[src/rtl/cpu_bus_pkg.sv]
// Shared definitions for the CPU bus transaction controller.
package cpu_bus_pkg;

  localparam int DEFAULT_TIMEOUT = 64;

  typedef logic [1:0] state_t;

  localparam state_t ST_IDLE = 2'd0;
  localparam state_t ST_ADDR = 2'd1;
  localparam state_t ST_DATA = 2'd2;
  localparam state_t ST_RESP = 2'd3;

  // A TIMEOUT of 1 still needs a one-bit counter.
  function automatic int cnt_width(input int timeout);
    return (timeout > 1) ? $clog2(timeout) : 1;
  endfunction

endpackage

[src/rtl/cpu_bus_ctrl_if.sv]
// CPU request/response port plus the encoder and AD pad side-band signals.
interface cpu_bus_ctrl_if;

  logic        req_valid;
  logic        req_ready;
  logic [3:0]  req_write;
  logic [31:0] req_addr;
  logic [31:0] req_wdata;
  logic        rsp_valid;
  logic        rsp_err;
  logic [31:0] rsp_rdata;
  logic        adrcyn;
  logic [3:0]  cpu_write;
  logic [31:0] cpu_addr;
  logic [31:0] cpu_wdata;
  logic        enc_error;
  logic        bus_oe;
  logic [31:0] bus_ad_i;
  logic        rdyn;

  modport slave (
    input  req_valid, req_write, req_addr, req_wdata, enc_error, bus_ad_i, rdyn,
    output req_ready, rsp_valid, rsp_err, rsp_rdata, adrcyn,
           cpu_write, cpu_addr, cpu_wdata, bus_oe
  );

  modport master (
    output req_valid, req_write, req_addr, req_wdata, enc_error, bus_ad_i, rdyn,
    input  req_ready, rsp_valid, rsp_err, rsp_rdata, adrcyn,
           cpu_write, cpu_addr, cpu_wdata, bus_oe
  );

endinterface

[src/rtl/cpu_bus_timer.sv]
// Clearable data-phase wait counter; holds at TIMEOUT-1 instead of wrapping.
module cpu_bus_timer
  import cpu_bus_pkg::*;
#(
  parameter int TIMEOUT = DEFAULT_TIMEOUT
) (
  input  logic clk,
  input  logic rst,
  input  logic i_clr,
  input  logic i_inc,
  output logic o_expire
);

  localparam int            CW   = cnt_width(TIMEOUT);
  localparam logic [CW-1:0] LAST = CW'(TIMEOUT - 1);

  logic [CW-1:0] r_cnt;

  always_ff @(posedge clk) begin
    if (rst || i_clr) begin
      r_cnt <= '0;
    end else if (i_inc && (r_cnt != LAST)) begin
      r_cnt <= r_cnt + 1'b1;
    end
  end

  assign o_expire = (r_cnt == LAST);

endmodule

[src/rtl/cpu_bus_ctrl.sv]
// Runs one CPU transaction at a time: address phase, data phase with timeout,
// then a single-cycle response.
module cpu_bus_ctrl
  import cpu_bus_pkg::*;
#(
  parameter int TIMEOUT = DEFAULT_TIMEOUT
) (
  input  logic           clk,
  input  logic           rst,
  cpu_bus_ctrl_if.slave  bus
);

  state_t      r_state;
  state_t      w_next;
  logic        w_expire;
  logic        w_to_resp;
  logic        w_err_n;
  logic [31:0] w_rdata_n;

  logic        r_adrcyn;
  logic        r_bus_oe;
  logic        r_rsp_valid;
  logic        r_rsp_err;
  logic [31:0] r_rsp_rdata;
  logic [3:0]  r_cpu_write;
  logic [31:0] r_cpu_addr;
  logic [31:0] r_cpu_wdata;

  cpu_bus_timer #(.TIMEOUT(TIMEOUT)) u_timer (
    .clk      (clk),
    .rst      (rst),
    .i_clr    (r_state != ST_DATA),
    .i_inc    (r_state == ST_DATA),
    .o_expire (w_expire)
  );

  // Target ready is checked before the timeout so a late ready still succeeds.
  always_comb begin
    w_next    = r_state;
    w_to_resp = 1'b0;
    w_err_n   = 1'b0;
    w_rdata_n = '0;
    case (r_state)
      ST_IDLE: if (bus.req_valid) w_next = ST_ADDR;
      ST_ADDR: begin
        if (bus.enc_error) begin
          w_next    = ST_RESP;
          w_to_resp = 1'b1;
          w_err_n   = 1'b1;
        end else begin
          w_next = ST_DATA;
        end
      end
      ST_DATA: begin
        if (!bus.rdyn) begin
          w_next    = ST_RESP;
          w_to_resp = 1'b1;
          w_rdata_n = (|r_cpu_write) ? 32'h0 : bus.bus_ad_i;
        end else if (w_expire) begin
          w_next    = ST_RESP;
          w_to_resp = 1'b1;
          w_err_n   = 1'b1;
        end
      end
      ST_RESP: w_next = ST_IDLE;
      default: w_next = ST_IDLE;
    endcase
  end

  // Bus-facing outputs are registered from the next state to keep them glitch-free.
  always_ff @(posedge clk) begin
    if (rst) begin
      r_state     <= ST_IDLE;
      r_adrcyn    <= 1'b1;
      r_bus_oe    <= 1'b0;
      r_rsp_valid <= 1'b0;
      r_rsp_err   <= 1'b0;
      r_rsp_rdata <= '0;
      r_cpu_write <= '0;
      r_cpu_addr  <= '0;
      r_cpu_wdata <= '0;
    end else begin
      r_state     <= w_next;
      r_adrcyn    <= (w_next != ST_ADDR);
      r_rsp_valid <= (w_next == ST_RESP);
      r_bus_oe    <= (w_next == ST_ADDR) || ((w_next == ST_DATA) && (|r_cpu_write));
      if (w_to_resp) begin
        r_rsp_err   <= w_err_n;
        r_rsp_rdata <= w_rdata_n;
      end
      if ((r_state == ST_IDLE) && bus.req_valid) begin
        r_cpu_write <= bus.req_write;
        r_cpu_addr  <= bus.req_addr;
        r_cpu_wdata <= bus.req_wdata;
      end
    end
  end

  assign bus.req_ready = (r_state == ST_IDLE) && !rst;
  assign bus.adrcyn    = r_adrcyn;
  assign bus.bus_oe    = r_bus_oe;
  assign bus.rsp_valid = r_rsp_valid;
  assign bus.rsp_err   = r_rsp_err;
  assign bus.rsp_rdata = r_rsp_rdata;
  assign bus.cpu_write = r_cpu_write;
  assign bus.cpu_addr  = r_cpu_addr;
  assign bus.cpu_wdata = r_cpu_wdata;

endmodule

[src/flat_wrapper.sv]
// flat-port wrapper written by rule: the top's interface ports become plain ports
module cpu_bus_ctrl_flat import cpu_bus_pkg::*;
#(
  parameter int TIMEOUT = DEFAULT_TIMEOUT
)
  (clk, rst, bus_req_valid, bus_req_write, bus_req_addr, bus_req_wdata, bus_enc_error, bus_bus_ad_i, bus_rdyn, bus_req_ready, bus_rsp_valid, bus_rsp_err, bus_rsp_rdata, bus_adrcyn, bus_cpu_write, bus_cpu_addr, bus_cpu_wdata, bus_bus_oe);
  cpu_bus_ctrl_if bus_i ();
  input  logic clk;
  input  logic rst;
  input wire logic [$bits(bus_i.req_valid)-1:0] bus_req_valid;
  input wire logic [$bits(bus_i.req_write)-1:0] bus_req_write;
  input wire logic [$bits(bus_i.req_addr)-1:0] bus_req_addr;
  input wire logic [$bits(bus_i.req_wdata)-1:0] bus_req_wdata;
  input wire logic [$bits(bus_i.enc_error)-1:0] bus_enc_error;
  input wire logic [$bits(bus_i.bus_ad_i)-1:0] bus_bus_ad_i;
  input wire logic [$bits(bus_i.rdyn)-1:0] bus_rdyn;
  output wire logic [$bits(bus_i.req_ready)-1:0] bus_req_ready;
  output wire logic [$bits(bus_i.rsp_valid)-1:0] bus_rsp_valid;
  output wire logic [$bits(bus_i.rsp_err)-1:0] bus_rsp_err;
  output wire logic [$bits(bus_i.rsp_rdata)-1:0] bus_rsp_rdata;
  output wire logic [$bits(bus_i.adrcyn)-1:0] bus_adrcyn;
  output wire logic [$bits(bus_i.cpu_write)-1:0] bus_cpu_write;
  output wire logic [$bits(bus_i.cpu_addr)-1:0] bus_cpu_addr;
  output wire logic [$bits(bus_i.cpu_wdata)-1:0] bus_cpu_wdata;
  output wire logic [$bits(bus_i.bus_oe)-1:0] bus_bus_oe;
  assign bus_i.req_valid = bus_req_valid;
  assign bus_i.req_write = bus_req_write;
  assign bus_i.req_addr = bus_req_addr;
  assign bus_i.req_wdata = bus_req_wdata;
  assign bus_i.enc_error = bus_enc_error;
  assign bus_i.bus_ad_i = bus_bus_ad_i;
  assign bus_i.rdyn = bus_rdyn;
  assign bus_req_ready = bus_i.req_ready;
  assign bus_rsp_valid = bus_i.rsp_valid;
  assign bus_rsp_err = bus_i.rsp_err;
  assign bus_rsp_rdata = bus_i.rsp_rdata;
  assign bus_adrcyn = bus_i.adrcyn;
  assign bus_cpu_write = bus_i.cpu_write;
  assign bus_cpu_addr = bus_i.cpu_addr;
  assign bus_cpu_wdata = bus_i.cpu_wdata;
  assign bus_bus_oe = bus_i.bus_oe;
  cpu_bus_ctrl #(.TIMEOUT(TIMEOUT)) u_core (.clk(clk), .rst(rst), .bus(bus_i));
endmodule
[config.mk]
export PLATFORM = sky130hd
export DESIGN_NAME = cpu_bus_ctrl_flat
export DESIGN_NICKNAME = d
export VERILOG_FILES = /design/src/rtl/cpu_bus_pkg.sv /design/src/rtl/cpu_bus_ctrl_if.sv /design/src/rtl/cpu_bus_timer.sv /design/src/rtl/cpu_bus_ctrl.sv /design/src/flat_wrapper.sv
export SDC_FILE = /design/constraint.sdc
export NUM_CORES = 1
export LEC_CHECK = 0
export BUFFER_PORTS_ARGS = -buffer_cell sky130_fd_sc_hd__buf_2
export CORE_UTILIZATION = 41
export DETAILED_ROUTE_END_ITERATION = 10
export PLACE_DENSITY = 0.73
export SLEW_MARGIN = 20
export SYNTH_ARGS = -nofsm -noshare
export SYNTH_HDL_FRONTEND = slang
export SYNTH_HIERARCHICAL = 1
export SYNTH_SLANG_ARGS = --single-unit
export TNS_END_PERCENT = 100
[constraint.sdc]
create_clock -name clk -period 5.05 [get_ports clk]
set_clock_uncertainty 0.15 [all_clocks]
set_input_delay 0.505 -clock clk [delete_from_list [all_inputs] [get_ports clk]]
set_output_delay 0.505 -clock clk [all_outputs]
set_load 0.01 [all_outputs]
==> impl.org, run 1 <==
** Drt
- The pre-antenna-repair detailed-routing pass consisted of 4 iterations.
- Initial DRC count :: approximately 200
- Detailed routing inserted a total of ~4000 vias.
- Detailed-route DRC error count :: 0
- In the routed layout, each cell is associated on average with a via count of 4.80.
- Final antenna-violating net count :: 0
- Final WL :: 10400 microns
- Dividing the detail-routed wire length by the instance count gives 12.6 microns.

** Floorplanning
- Total die area :: around 11000 sq um
- Effective utilization at floorplan :: 0.429
- Chip Height :: ~100 microns
- In this run the count of I/O pins placed on the die edge is 210.
- Area inside the core boundary :: 9910 sq um
- Count of standard-cell rows :: 36
- The floorplan step set the die width to 104 microns.

** Synthesis
- Distinct cell type count after synthesis :: 37
- Fraction of post-synthesis cell area in the top cell type by area :: 0.527
- Library cell with the largest summed area after synthesis :: sky130_fd_sc_hd__dfxtp_1
- Proportion of synthesized chip area in sequential cells :: 0.527
- The number of nets in the synthesized netlist is 615.
- Cell area after synthesis :: around 4300 sq um
- By area the synthesized netlist is led by sky130_fd_sc_hd__dfxtp_1 (53%), sky130_fd_sc_hd__nand2_1 (13%), sky130_fd_sc_hd__a21oi_1 (8.1%).
- Yosys printed 6 warnings.
- Avg Synthesized Cell Area :: around 8.4 sq um
- Syn Inst Count :: 505
- Synthesis-stage register bit count :: roughly 110

** STA
- Dividing the final minimum period by the clock period gives 0.413.
- Achievable frequency :: 479 MHz
- The count of endpoints failing hold in the final timing report came to 0.
- Tightest slew margin relative to the limit :: 0.539
- Setup violations remaining at the end of the flow were counted as 0.
- Transition time of the tightest slew-check pin :: 0.691 ns
- For the final routed database, the setup TNS stands at 0 ns.
- Counting I/O delays and the setup requirement, the final critical path takes 2.09 ns.
- The total count of max-transition violations in the final report was 0.
- Final Hold Slack :: 0.223 ns
- Unrepaired setup endpoints after global routing :: false

** Critical path
- Along the worst path, the maximum fanout reaches 6.
- STA classifies the critical path startpoint as a register.
- The setup check on the worst reg-to-reg path leaves a slack of 2.96 ns.
- For the worst setup path, the data arrival time is roughly 2.2 ns.
- STA puts the critical path data required time at between 5 and 6 ns.
- Critical path type :: register to register
- STA classifies the critical path endpoint as a register.

** Place
- Final weighted congestion in routability-driven placement :: 0.744
- Port buffering added 209 buffers.
- After detailed placement, the design holds a cell count of 815.
- Placed cell area :: 5340 sq um
- HPWL after detailed placement :: around 7400 microns

** Power and ir drop
- Cell internal power was estimated by the tool at roughly 1.5 mW.
- Relative contribution of sequential cells to total power :: 0.459
- Power density cells :: 422 nW/um^2
- Sw Ratio :: 0.342
- Combinational cell fraction of total power :: 0.310
- Share of power burned in the clock network :: 0.231
- For this design the static power due to leakage is 2.52 nW.
- Summed over all nets, the switching power comes to between 700 and 800 uW.
- IR analysis of the VDD net gives a maximum drop of 214 uV.

** Finish
- Fillcell total :: 953
- Multi-input gate area in the final layout :: between 1500 and 2000 sq um
- In the final layout, the share of cells above drive strength 1 is 0.340.
- 0 antenna diodes ended up in the layout.
- Summing all flip-flop and latch instances after layout gives about 2200 sq um.
- For this run, the post-layout net count is 803.
- The finished layout holds 830 standard cells, fillers aside.
- The area growth from synthesis to layout is 30.4%.
- After routing the design area is around 5500 sq um.

** CTS
- Clock tree synthesis found a total of about 110 sinks.
- TritonCTS created 9 clock buffers.
- Root buffer selected by CTS :: sky130_fd_sc_hd__clkbuf_8
- H-tree Lvls :: 3
- CTS tree :: built
- After clock tree synthesis, the clock-pin slew on the worst setup and hold paths is 0.10 ns.
- For the worst-skew pair, the clock arrives at the later sink with an insertion delay of 0.36 ns.
- The number of hold buffers added after CTS was 0.
- Cells resized by post-CTS repair :: 0
- Counting along the longest clock path gives a buffer depth of 2.
- Number of post-CTS setup repair buffers :: 0

** GRT
- GRT Resource Usage Total :: 0.192
- Vias in the first global route :: between 3000 and 4000
- First-pass GRT wire length :: approximately 17000 microns
- Maximum number of pins on one net before global-route repair :: 74
- For this run the aggregate overflow at the end of global routing stands at 0.
- The initial antenna violation count came to 0.

** Job
- Max-capacitance violation count :: 0

** Run status
- Status :: finished, final reports clean

** Min path
- Worst min-delay path class :: input pin to register
==> path summary, 6_finish.rpt <==
path,to,start,depth (start not counted)
max,u_core/bus.rsp_valid$_SDFF_PP0_,u_core/u_timer/r_cnt[0]$_SDFFE_PP0P_,7
min,u_core/bus.cpu_wdata[19]$_SDFFE_PP0P_,bus_req_wdata[19],3
max reg2reg,u_core/bus.rsp_valid$_SDFF_PP0_,u_core/u_timer/r_cnt[0]$_SDFFE_PP0P_,7
min reg2reg,u_core/bus.cpu_addr[0]$_SDFFE_PP0P_,u_core/bus.cpu_addr[0]$_SDFFE_PP0P_,2
==> per-stage QoR <==
stage / util / total power [mW] / worst slack [ns]
floorplan: - / 1.58 / 3.17
global placement: 0.539 / 1.79 / 2.84
detailed placement: 0.539 / 1.82 / 2.78
CTS: 0.559 / 2.37 / 2.87
global route: 0.559 / 2.50 / 2.82
finish: 0.559 / 2.34 / 2.96
==> area by class of cell <==
type                            instances  share of cell area
Clock buffer                           11              0.0273
Clock inverter                          4             0.00948
Inverter                               39              0.0264
Multi-Input combinational cell        318               0.308
Sequential cell                       112               0.404
Tap cell                              133              0.0300
Timing Repair Buffer                  213               0.195
==> power groups by stage <==
stage	Clock, mW	Sequential, mW	Combinational (mW)
finish	0.541	1.07	0.725
global route	0.597	1.09	0.806
CTS	0.567	1.08	0.729
detailed placement	0	1.10	0.727
global placement	0	1.09	0.704
floorplan	0	1.15	0.424
==> cells in the mapped netlist (all sizes together) <==
| cell type | number |
|---|---|
| a2111oi | 1 |
| a211o | 1 |
| a211oi | 1 |
| a21boi | 1 |
| a21o | 1 |
| a21oi | 69 |
| a311oi | 1 |
| a31oi | 2 |
| and2 | 2 |
| and3 | 2 |
| buf | 24 |
| clkbuf | 12 |
| dfxtp | 112 |
| ha | 5 |
| inv | 39 |
| mux2i | 2 |
| nand2 | 145 |
| nand2b | 33 |
| nand3 | 1 |
| nand3b | 1 |
| nand4 | 2 |
| nor2 | 2 |
| nor2b | 2 |
| nor3b | 1 |
| nor4 | 3 |
| nor4b | 2 |
| o21a | 1 |
| o21ai | 2 |
| o32ai | 32 |
| o41a | 1 |
| or3 | 2 |
==> logic make-up after synthesis <==
kind of cell,count (synthesis),share of synthesized area
simple gates,198,0.211
buf+inv,75,0.0724
flops,112,0.527
mux,2,0.00471
compound gates,113,0.170
fa+ha+maj,5,0.0147
==> metal layers <==
| layer | part of all wire | up-vias | wire, microns | track usage |
|---|---|---|---|---|
| li1 | - | 2036 | - | - |
| met1 | 0.42 | 1788 | 4370 | 0.222 |
| met2 | 0.50 | 144 | 5240 | 0.338 |
| met3 | 0.062 | 14 | 644 | 0.0415 |
| met4 | 0.016 | 0 | 164 | 0.0888 |
| met5 | 0 | - | 0 | 0 |
==> critical path, cell delays in order, from the launching register on <==
cell	delay, ns
sky130_fd_sc_hd__dfxtp_1	0.34
sky130_fd_sc_hd__ha_1	0.23
sky130_fd_sc_hd__and3_4	0.21
sky130_fd_sc_hd__and3_2	0.23
sky130_fd_sc_hd__nor4b_1	0.36
sky130_fd_sc_hd__a211o_1	0.23
sky130_fd_sc_hd__nor2_1	0.06
sky130_fd_sc_hd__and2_1	0.19
==> state kept, by name (all words and copies together), names as in the netlist <==
signal / cells
u_core/bus.adrcyn: 1
u_core/bus.bus_oe: 1
u_core/bus.cpu_addr: 32
u_core/bus.cpu_wdata: 32
u_core/bus.cpu_write: 4
u_core/bus.rsp_err: 1
u_core/bus.rsp_rdata: 32
u_core/bus.rsp_valid: 1
u_core/r_state: 2
u_core/u_timer/r_cnt: 6
==> cell usage in the layout (no fill, tap or decap), types with 5 or more instances in the layout <==
cell | synthesis | routed
sky130_fd_sc_hd__nand2b_1 | 33 | 33
sky130_fd_sc_hd__nand2_1 | 144 | 143
sky130_fd_sc_hd__clkbuf_8 | 0 | 11
sky130_fd_sc_hd__inv_1 | 39 | 39
sky130_fd_sc_hd__buf_2 | 18 | 208
sky130_fd_sc_hd__a21oi_1 | 69 | 69
sky130_fd_sc_hd__o32ai_1 | 32 | 32
sky130_fd_sc_hd__dfxtp_1 | 112 | 112
sky130_fd_sc_hd__ha_1 | 5 | 5
sky130_fd_sc_hd__buf_4 | 1 | 5
No activity file was read; power rests on OpenSTA's default activity.
==> run 2: changes to the inputs <==
Clock period 5.05 ns to 2.1 ns, I/O delays scaled along.
==> run 2 against run 1 <==
First-iteration DRC count grew 100%. Critical path depth shrank 1. Clock power grew 140%. Worst hold slack lost 0.14 ns. Routed wire length grew 28%. Via count grew 16%. Flip-flop and latch count is the same. Utilization grew 11 points. Die area is the same. Cell count grew 13%. Global-route usage grew 4.9 points. Non-clock buffer count grew 103. Critical path type unchanged. Highest routed layer unchanged.
==> impl.org, run 2 (synthesis results as in run 1) <==
** GRT
- The wire length of the first global-routing pass was 21200 microns (was 17100 microns).
- Global route total overflow :: 0 (unchanged)
- The via count of the first global-routing pass came to 4528 (was 3740).
- GRT Resource Usage Total :: 0.241 (was 0.192)
- The maximum number of pins on one net before global-route repair was 68 (was 74).
- Number of antenna violations at the first check in global routing :: 0 (unchanged)

** Power and ir drop
- Final Total Pwr :: 5.98 mW (was 2.34 mW)
- The power density relative to cell area was 898 nW/um^2 (was 422 nW/um^2).
- Static Leakage :: 2.98 nW (was 2.52 nW)
- Maximum vdd drop :: 434 uV (was 214 uV)

** Critical path
- Library cell contributing the largest single delay on the critical path :: sky130_fd_sc_hd__dfxtp_1 (was sky130_fd_sc_hd__nor4b_1)
- Buffers & Inverters on Critical Path :: 0 (unchanged)
- The kind of cell adding the most delay to the critical path is simple AND/OR/NAND/NOR gates (unchanged).
- The critical-path maximum fanout is 6 (unchanged).
- Arrival time of the worst setup path :: 2.13 ns (was 2.20 ns)
- Critical Path, Cell by Cell: ha_1 -> and3_4 -> and3_2 -> nor4b_2 -> a211o_1 -> or3_4 (was ha_1 -> and3_4 -> and3_2 -> nor4b_1 -> a211o_1 -> nor2_1 -> and2_1).
- The startpoint type of the worst setup path was a register (unchanged).
- Slowest stage delay, CP :: 0.38 ns (was 0.36 ns)
- The critical path endpoint category is a register (unchanged).
- Critical path type :: register to register (unchanged)
- WP data required :: 2.19 ns (was 5.16 ns)

** Drt
- The remaining number of nets flagged by the antenna check after routing came to 0 (unchanged).
- The via count came to 4606 (was 3982).
- Amount of wire on met2 after detailed routing :: 6800 microns (was 5240 microns)
- The met3 wire length came to 849 microns (was 644 microns).
- Detailed-route DRC error count :: 0 (unchanged)
- The routed metal-1 wirelength came to 5210 microns (was 4370 microns).
- Uppermost layer routed :: met4 (unchanged)
- Total iterations of the first detailed-routing run :: 5 (was 4)
- The average vias per placed instance was 4.93 (was 4.80).
- DR WL/cell :: 14.2 microns (was 12.6 microns)
- The overall routed net length is 13300 microns (was 10400 microns).
- Initial DRC count :: 405 (was 199)

** Floorplanning
- Effective utilization at floorplan :: 0.429 (unchanged)
- # IOs :: 210 (unchanged)
- The height of the die was 104 microns (unchanged).
- Die X :: 104 microns (unchanged)
- The number of rows created at floorplan is 36 (unchanged).
- Area inside the core boundary :: 9910 sq um (unchanged)
- The die outline area was 10800 sq um (unchanged).

** STA
- Unrepaired setup endpoints after global routing: false (unchanged).
- Setup TNS after final layout :: 0 ns (unchanged)
- The count of final setup violators was 0 (unchanged).
- Fin crit share :: 0.971 (was 0.413)
- Achievable frequency :: 491 MHz (was 479 MHz)
- Final Max Tran Viols :: 0 (unchanged)
- Hold Fails Final Rpt :: 0 (unchanged)
- The normalized max-slew margin is 0.580 (was 0.539).
- The clock period minus final worst setup slack was 2.04 ns (was 2.09 ns).
- The actual slew at the worst max-slew pin was 0.630 ns (was 0.691 ns).

** CTS
- H-tree Lvls :: 3 (unchanged)
- The total number of clock tree sinks came to 112 (unchanged).
- Insertion delay of the later-clocked pin in the worst-skew pair :: 0.36 ns (about the same)
- The CTS clock-pin slew for the worst setup and hold paths was 0.10 ns (about the same).
- The cell at the root of the clock tree is sky130_fd_sc_hd__clkbuf_8 (unchanged).
- The TritonCTS clock tree was built (unchanged).
- The clock tree buffer depth is 2 (unchanged).
- The number of CTS-inserted buffers came to 9 (unchanged).

** Finish
- Most frequent cells in the layout :: sky130_fd_sc_hd__buf_2 (208), sky130_fd_sc_hd__nand2_1 (143), sky130_fd_sc_hd__dfxtp_1 (111), sky130_fd_sc_hd__dlygate4sd3_1 (100), sky130_fd_sc_hd__a21oi_1 (69) (was sky130_fd_sc_hd__buf_2 (208), sky130_fd_sc_hd__nand2_1 (143), sky130_fd_sc_hd__dfxtp_1 (112), sky130_fd_sc_hd__a21oi_1 (69), sky130_fd_sc_hd__inv_1 (39))
- The net total in the final layout is 906 (was 803).
- Most common cell after layout, fill and taps aside :: sky130_fd_sc_hd__buf_2 (unchanged)
- The fraction of layout instances using a drive strength above 1 came to 0.306 (was 0.340).
- Final Instance Area :: 6670 sq um (was 5540 sq um)
- Fillcell total :: 775 (was 953)
- Diode insertion count for antenna repair :: 0 (unchanged)
- The layout overhead on the synthesized area was 56.8% (was 30.4%).

** Min path
- The worst min-delay path category was input pin to register (unchanged).

** Place
- The standard cell area after detailed placement came to 5440 sq um (was 5340 sq um).
- The number of buffers inserted by port buffering came to 209 (unchanged).
- HPWL after detailed placement :: 7700 microns (was 7420 microns)
- Final weighted congestion in routability-driven placement :: 0.763 (was 0.744)

** Run status
- Status: finished, final reports clean (unchanged).

** Job
- Max-capacitance violation count :: 0 (unchanged)
## run 2: changes by cell type in the layout (fill, tap and decap cells not counted), moves of 2 or more
cell	previous run	this run
sky130_fd_sc_hd__buf_4	5	2
sky130_fd_sc_hd__o32ai_1	32	30
sky130_fd_sc_hd__o32ai_2	0	2
sky130_fd_sc_hd__dlygate4sd3_1	0	100
sky130_fd_sc_hd__buf_12	0	6
## run 2: path summary, 6_finish.rpt
path,start,end,slack (ns),cells after the start
setup / recovery,u_core/u_timer/r_cnt[1]$_SDFFE_PP0P_,u_core/bus.adrcyn$_SDFF_PP1_,0.06,6
setup reg to reg,u_core/u_timer/r_cnt[1]$_SDFFE_PP0P_,u_core/bus.adrcyn$_SDFF_PP1_,0.06,6
hold / removal,bus_rdyn,u_core/bus.rsp_err$_SDFFE_PP0P_,0.08,5
hold reg to reg,u_core/bus.cpu_addr[2]$_SDFFE_PP0P_,u_core/bus.cpu_addr[2]$_SDFFE_PP0P_,0.31,2
## run 2: area by class of cell
| cell class | count | area (sq um) | share of cell area |
|---|---|---|---|
| clock buffers | 10 | 138 | 0.0206 |
| clock inverters | 6 | 67.6 | 0.0101 |
| inverters | 39 | 146 | 0.0220 |
| multi-input cells | 318 | 1730 | 0.259 |
| flip-flops and latches | 112 | 2240 | 0.337 |
| well taps | 133 | 166 | 0.0250 |
| repair buffers | 316 | 2180 | 0.327 |
## run 2: metal layers
| layer | vias to the layer above | GRT usage |
|---|---|---|
| li1 | 2247 | - |
| met1 | 2103 | 0.269 |
| met2 | 217 | 0.439 |
| met3 | 39 | 0.0441 |
| met4 | 0 | 0.117 |
| met5 | - | 0 |
## run 2: power by group
part           internal (mW)  leakage (nW)  total [mW]  switching, mW
registers               2.44         0.914        2.60          0.163
logic                  0.877          1.96        2.07           1.19
clock network          0.591         0.104        1.31          0.723
## run 2: tightest hold or removal path: stages
cell	delay [ns]
sky130_fd_sc_hd__buf_2	0.11
sky130_fd_sc_hd__nand3_1	0.07
sky130_fd_sc_hd__nand2_1	0.07
sky130_fd_sc_hd__nand2_1	0.04
sky130_fd_sc_hd__o21ai_0	0.06
## run 2: through the flow
stage | std cells | utilization | setup slack, ns | hold WS, ns
after floorplan | 505 | - | 0.215 | 0.137
after global placement | 818 | 0.549 | 0.168 | 0.289
after detailed placement | 818 | 0.549 | 0.107 | 0.296
after CTS | 934 | 0.670 | 0.0914 | 0.0578
after global routing | 934 | 0.673 | 0.00753 | 0.101
final | 934 | 0.673 | 0.0618 | 0.0782
## run 2: what timing repair did
item	4_1_cts	5_1_grt
endpoints found under the hold margin	100	0
gates resized for setup	0	4
setup endpoints to repair	0	5
buffers inserted	0	0
hold buffers	100	0
==> run 3: changes to the inputs <==
Settings changed: CORE_MARGIN set to 2, SYNTH_HIERARCHICAL 1 to not set.
==> run 3 against run 2 <==
Clock power barely moved. Critical endpoint is now u_core.bus.rsp_rdata[3]$_SDFFE_PP0P_. Flip-flop and latch count stayed put. Die area rose by 4.9%. Sequential share of layout area is 0.15 points higher. Sequential power shrank 2%. Largest cell class unchanged. Power down 5.4%. Non-clock buffer count is the same. First-iteration DRC count is 25% lower. Setup slack improved by 0.095 ns. Worst hold slack got worse by 0.058 ns.
==> impl.org, run 3 <==
** Drt
- DR WL/cell :: 14.4 microns (was 14.2 microns)
- The iteration count of the initial detailed-routing pass was 4 (was 5).
- The average vias per placed instance came to 4.88 (was 4.93).
- The DRC marker count from the first detailed-route iteration came to 305 (was 405).
- Final WL :: 13300 microns (about the same)
- Final antenna-violating net count :: 0 (unchanged)
- Detailed-route DRC error count :: 0 (unchanged)
- The via count was 4534 (was 4606).

** Critical path
- WP data required :: 2.23 ns (was 2.19 ns)
- Max FO, Critical Path :: 33 (was 6)
- The type of the worst setup path is register to register (unchanged).
- Setup crit end kind :: register (unchanged)
- Crit path launch type :: register (unchanged)
- The critical path arrival came to 2.07 ns (was 2.13 ns).

** GRT
- First-pass GRT wire length :: 21200 microns (about the same)
- Number of antenna violations at the first check in global routing :: 0 (unchanged)
- The via count of the first global-routing pass is 4533 (was 4528).
- GRT Resource Usage Total :: 0.232 (was 0.241)
- The maximum number of pins on one net before global-route repair came to 74 (was 68).
- The total congestion overflow after global routing is 0 (unchanged).

** Min path
- The worst min-delay path category is input pin to register (unchanged).

** Synthesis
- Yosys warning total :: 0 (was 6)
- The share of async-settable or async-resettable flops after synthesis was 0 (unchanged).
- The number of storage elements in the synthesis netlist is 112 (unchanged).
- Post-synth top cells: sky130_fd_sc_hd__nand2_1 (171), sky130_fd_sc_hd__dfxtp_1 (112), sky130_fd_sc_hd__a21oi_1 (69) (was sky130_fd_sc_hd__nand2_1 (144), sky130_fd_sc_hd__dfxtp_1 (112), sky130_fd_sc_hd__a21oi_1 (69)).
- Library cell with the largest summed area after synthesis :: sky130_fd_sc_hd__dfxtp_1 (unchanged)
- The number of enable flip-flop cells after synthesis is 0 (unchanged).
- Cells taking the most area after synthesis :: sky130_fd_sc_hd__dfxtp_1 (52%), sky130_fd_sc_hd__nand2_1 (15%), sky130_fd_sc_hd__a21oi_1 (8.0%) (was sky130_fd_sc_hd__dfxtp_1 (53%), sky130_fd_sc_hd__nand2_1 (13%), sky130_fd_sc_hd__a21oi_1 (8.1%))
- Most instantiated library cell after synthesis :: sky130_fd_sc_hd__nand2_1 (unchanged)
- Net Count, Synth :: 606 (was 615)
- Syn Inst Count :: 496 (was 505)
- The commonest register cell after synthesis was sky130_fd_sc_hd__dfxtp_1 (unchanged).
- Proportion of synthesized chip area in sequential cells :: 0.522 (was 0.527)
- Fraction of post-synthesis cell area in the top cell type by area :: 0.522 (was 0.527)
- The area of the mapped netlist came to 4300 sq um (was 4250 sq um).
- The number of different library cells in the post-synthesis netlist is 32 (was 37).
- Avg Synthesized Cell Area :: 8.66 sq um (was 8.42 sq um)

** Power and ir drop
- The proportion of power drawn by flip-flops and latches came to 0.453 (was 0.435).
- The final total power came to 5.66 mW (was 5.98 mW).
- The power density relative to cell area came to 853 nW/um^2 (was 898 nW/um^2).
- The worst supply voltage drop on vdd is 551 uV (was 434 uV).
- Share of power burned in the clock network :: 0.226 (was 0.220)
- The leakage power figure is 2.98 nW (about the same).
- Combinational cell fraction of total power :: 0.321 (was 0.346)
- The cell-internal power is 3.77 mW (was 3.91 mW).
- Sw Ratio :: 0.334 (was 0.347)
- The net switching component of the power came to 1.89 mW (was 2.08 mW).

** CTS
- CTS max path bufs :: 2 (unchanged)
- The TritonCTS clock tree is built (unchanged).
- The number of levels the H-tree was split into was 3 (unchanged).
- The number of CTS-inserted buffers was 9 (unchanged).
- Insertion delay of the later-clocked pin in the worst-skew pair :: 0.36 ns (about the same)
- The number of gates resized after cts came to 0 (unchanged).
- Root buffer selected by CTS :: sky130_fd_sc_hd__clkbuf_8 (unchanged)
- Clock slew at reported path FFs :: 0.10 ns (about the same)
- The total number of clock tree sinks is 112 (unchanged).
- Number of post-CTS setup repair buffers :: 0 (unchanged)
- The number of hold buffers added after CTS is 100 (unchanged).

** Floorplanning
- # IOs :: 210 (unchanged)
- The die outline area came to 11300 sq um (was 10800 sq um).
- The number of rows created at floorplan came to 37 (was 36).
- The height of the die came to 106 microns (was 104 microns).
- Die X :: 106 microns (was 104 microns)
- Effective utilization at floorplan :: 0.420 (was 0.429)
- Area inside the core boundary :: 10200 sq um (was 9910 sq um)

** Finish
- The fraction of layout instances using a drive strength above 1 came to 0.301 (was 0.306).
- Most frequent cells in the layout: sky130_fd_sc_hd__buf_2 (209), sky130_fd_sc_hd__nand2_1 (170), sky130_fd_sc_hd__dfxtp_1 (112), sky130_fd_sc_hd__dlygate4sd3_1 (100), sky130_fd_sc_hd__a21oi_1 (69) (was sky130_fd_sc_hd__buf_2 (208), sky130_fd_sc_hd__nand2_1 (143), sky130_fd_sc_hd__dfxtp_1 (111), sky130_fd_sc_hd__dlygate4sd3_1 (100), sky130_fd_sc_hd__a21oi_1 (69)).
- Final-stage net count :: 900 (was 906)
- Final Instance Area :: 6630 sq um (was 6670 sq um)
- The most common cell after layout, fill and taps aside was sky130_fd_sc_hd__buf_2 (unchanged).
- Diode insertion count for antenna repair :: 0 (unchanged)
- The layout overhead on the synthesized area was 54.4% (was 56.8%).

** STA
- Fin crit share :: 0.925 (was 0.971)
- Hold Fails Final Rpt :: 0 (unchanged)
- Final setup vio count :: 0 (unchanged)
- The final total negative setup slack came to 0 ns (unchanged).
- The maximum clock rate came to 515 MHz (was 491 MHz).
- Tightest slew margin relative to the limit :: 0.748 (was 0.580)
- The worst hold slack was 0.0201 ns (was 0.0782 ns).
- The actual slew at the worst max-slew pin was 0.378 ns (was 0.630 ns).
- Min cycle time layout :: 1.94 ns (was 2.04 ns)
- Final Max Tran Viols :: 0 (unchanged)
- Unrepaired setup endpoints after global routing: false (unchanged).

** Job
- The max-capacitance violation count came to 0 (unchanged).

** Run status
- Status :: finished, final reports clean (unchanged)

** Place
- The post-DP HPWL was 7920 microns (was 7700 microns).
- Final weighted congestion in routability-driven placement :: 0.751 (was 0.763)
- PortBufs :: 209 (unchanged)
- Placed cell area :: 5440 sq um (unchanged)
[run 3: power by group through the flow]
stage                     Clock [mW]  Sequential [mW]  Combinational, mW
after floorplan                    0             2.72              0.917
after global placement             0             2.58               1.60
after detailed placement           0             2.60               1.64
after CTS                       1.32             2.55               1.79
after global routing            1.40             2.60               1.99
final                           1.28             2.56               1.82
[run 3: logic make-up after synthesis]
logic type | count (synthesis) | synth area share
simple gates | 227 | 0.231
flops | 112 | 0.522
compound gates | 79 | 0.103
buf+inv | 36 | 0.0449
mux | 34 | 0.0792
fa+ha+maj | 5 | 0.0146
xor+xnor | 3 | 0.00612
[run 3: cell type report]
type	count	area, sq um
Fill cell	773	3600
Sequential cell	112	2240
Timing Repair Buffer	316	2150
Multi-Input combinational cell	348	1860
Tap cell	136	170
Clock buffer	10	138
Clock inverter	5	57.6
Inverter	3	11.3
[run 3: final timing paths]
check,cells past startpoint,start,slack (ns),to
worst min register to register,2,u_core.bus.cpu_wdata[28]$_SDFFE_PP0P_,0.30,u_core.bus.cpu_wdata[28]$_SDFFE_PP0P_
worst max-delay path,6,u_core.r_state[0]$_SDFF_PP0_,0.16,u_core.bus.rsp_rdata[3]$_SDFFE_PP0P_
worst max register to register,6,u_core.r_state[0]$_SDFF_PP0_,0.16,u_core.bus.rsp_rdata[3]$_SDFFE_PP0P_
worst min-delay path,2,rst,0.02,u_core.bus.rsp_valid$_SDFF_PP0_
[run 3: worst max-delay path, stage by stage (launching register included)]
cell and delay, ns:
sky130_fd_sc_hd__dfxtp_1 0.40, sky130_fd_sc_hd__inv_1 0.11, sky130_fd_sc_hd__ha_1 0.36, sky130_fd_sc_hd__o21ai_0 0.16
sky130_fd_sc_hd__a31oi_4 0.19, sky130_fd_sc_hd__buf_12 0.26, sky130_fd_sc_hd__mux2i_1 0.23
[run 3: metal layers]
metal,vias to the layer above,global-route usage,share of wire
met5,-,0,0
met4,0,0.108,0.033
li1,2189,-,-
met2,224,0.396,0.48
met1,2082,0.260,0.40
met3,39,0.0773,0.089
[run 3: stage by stage]
stage,util,cells,setup slack [ns]
after floorplan,-,496,0.312
after global placement,0.531,815,0.340
after detailed placement,0.531,815,0.187
after CTS,0.648,930,0.162
after global routing,0.648,930,0.0374
final,0.648,930,0.156
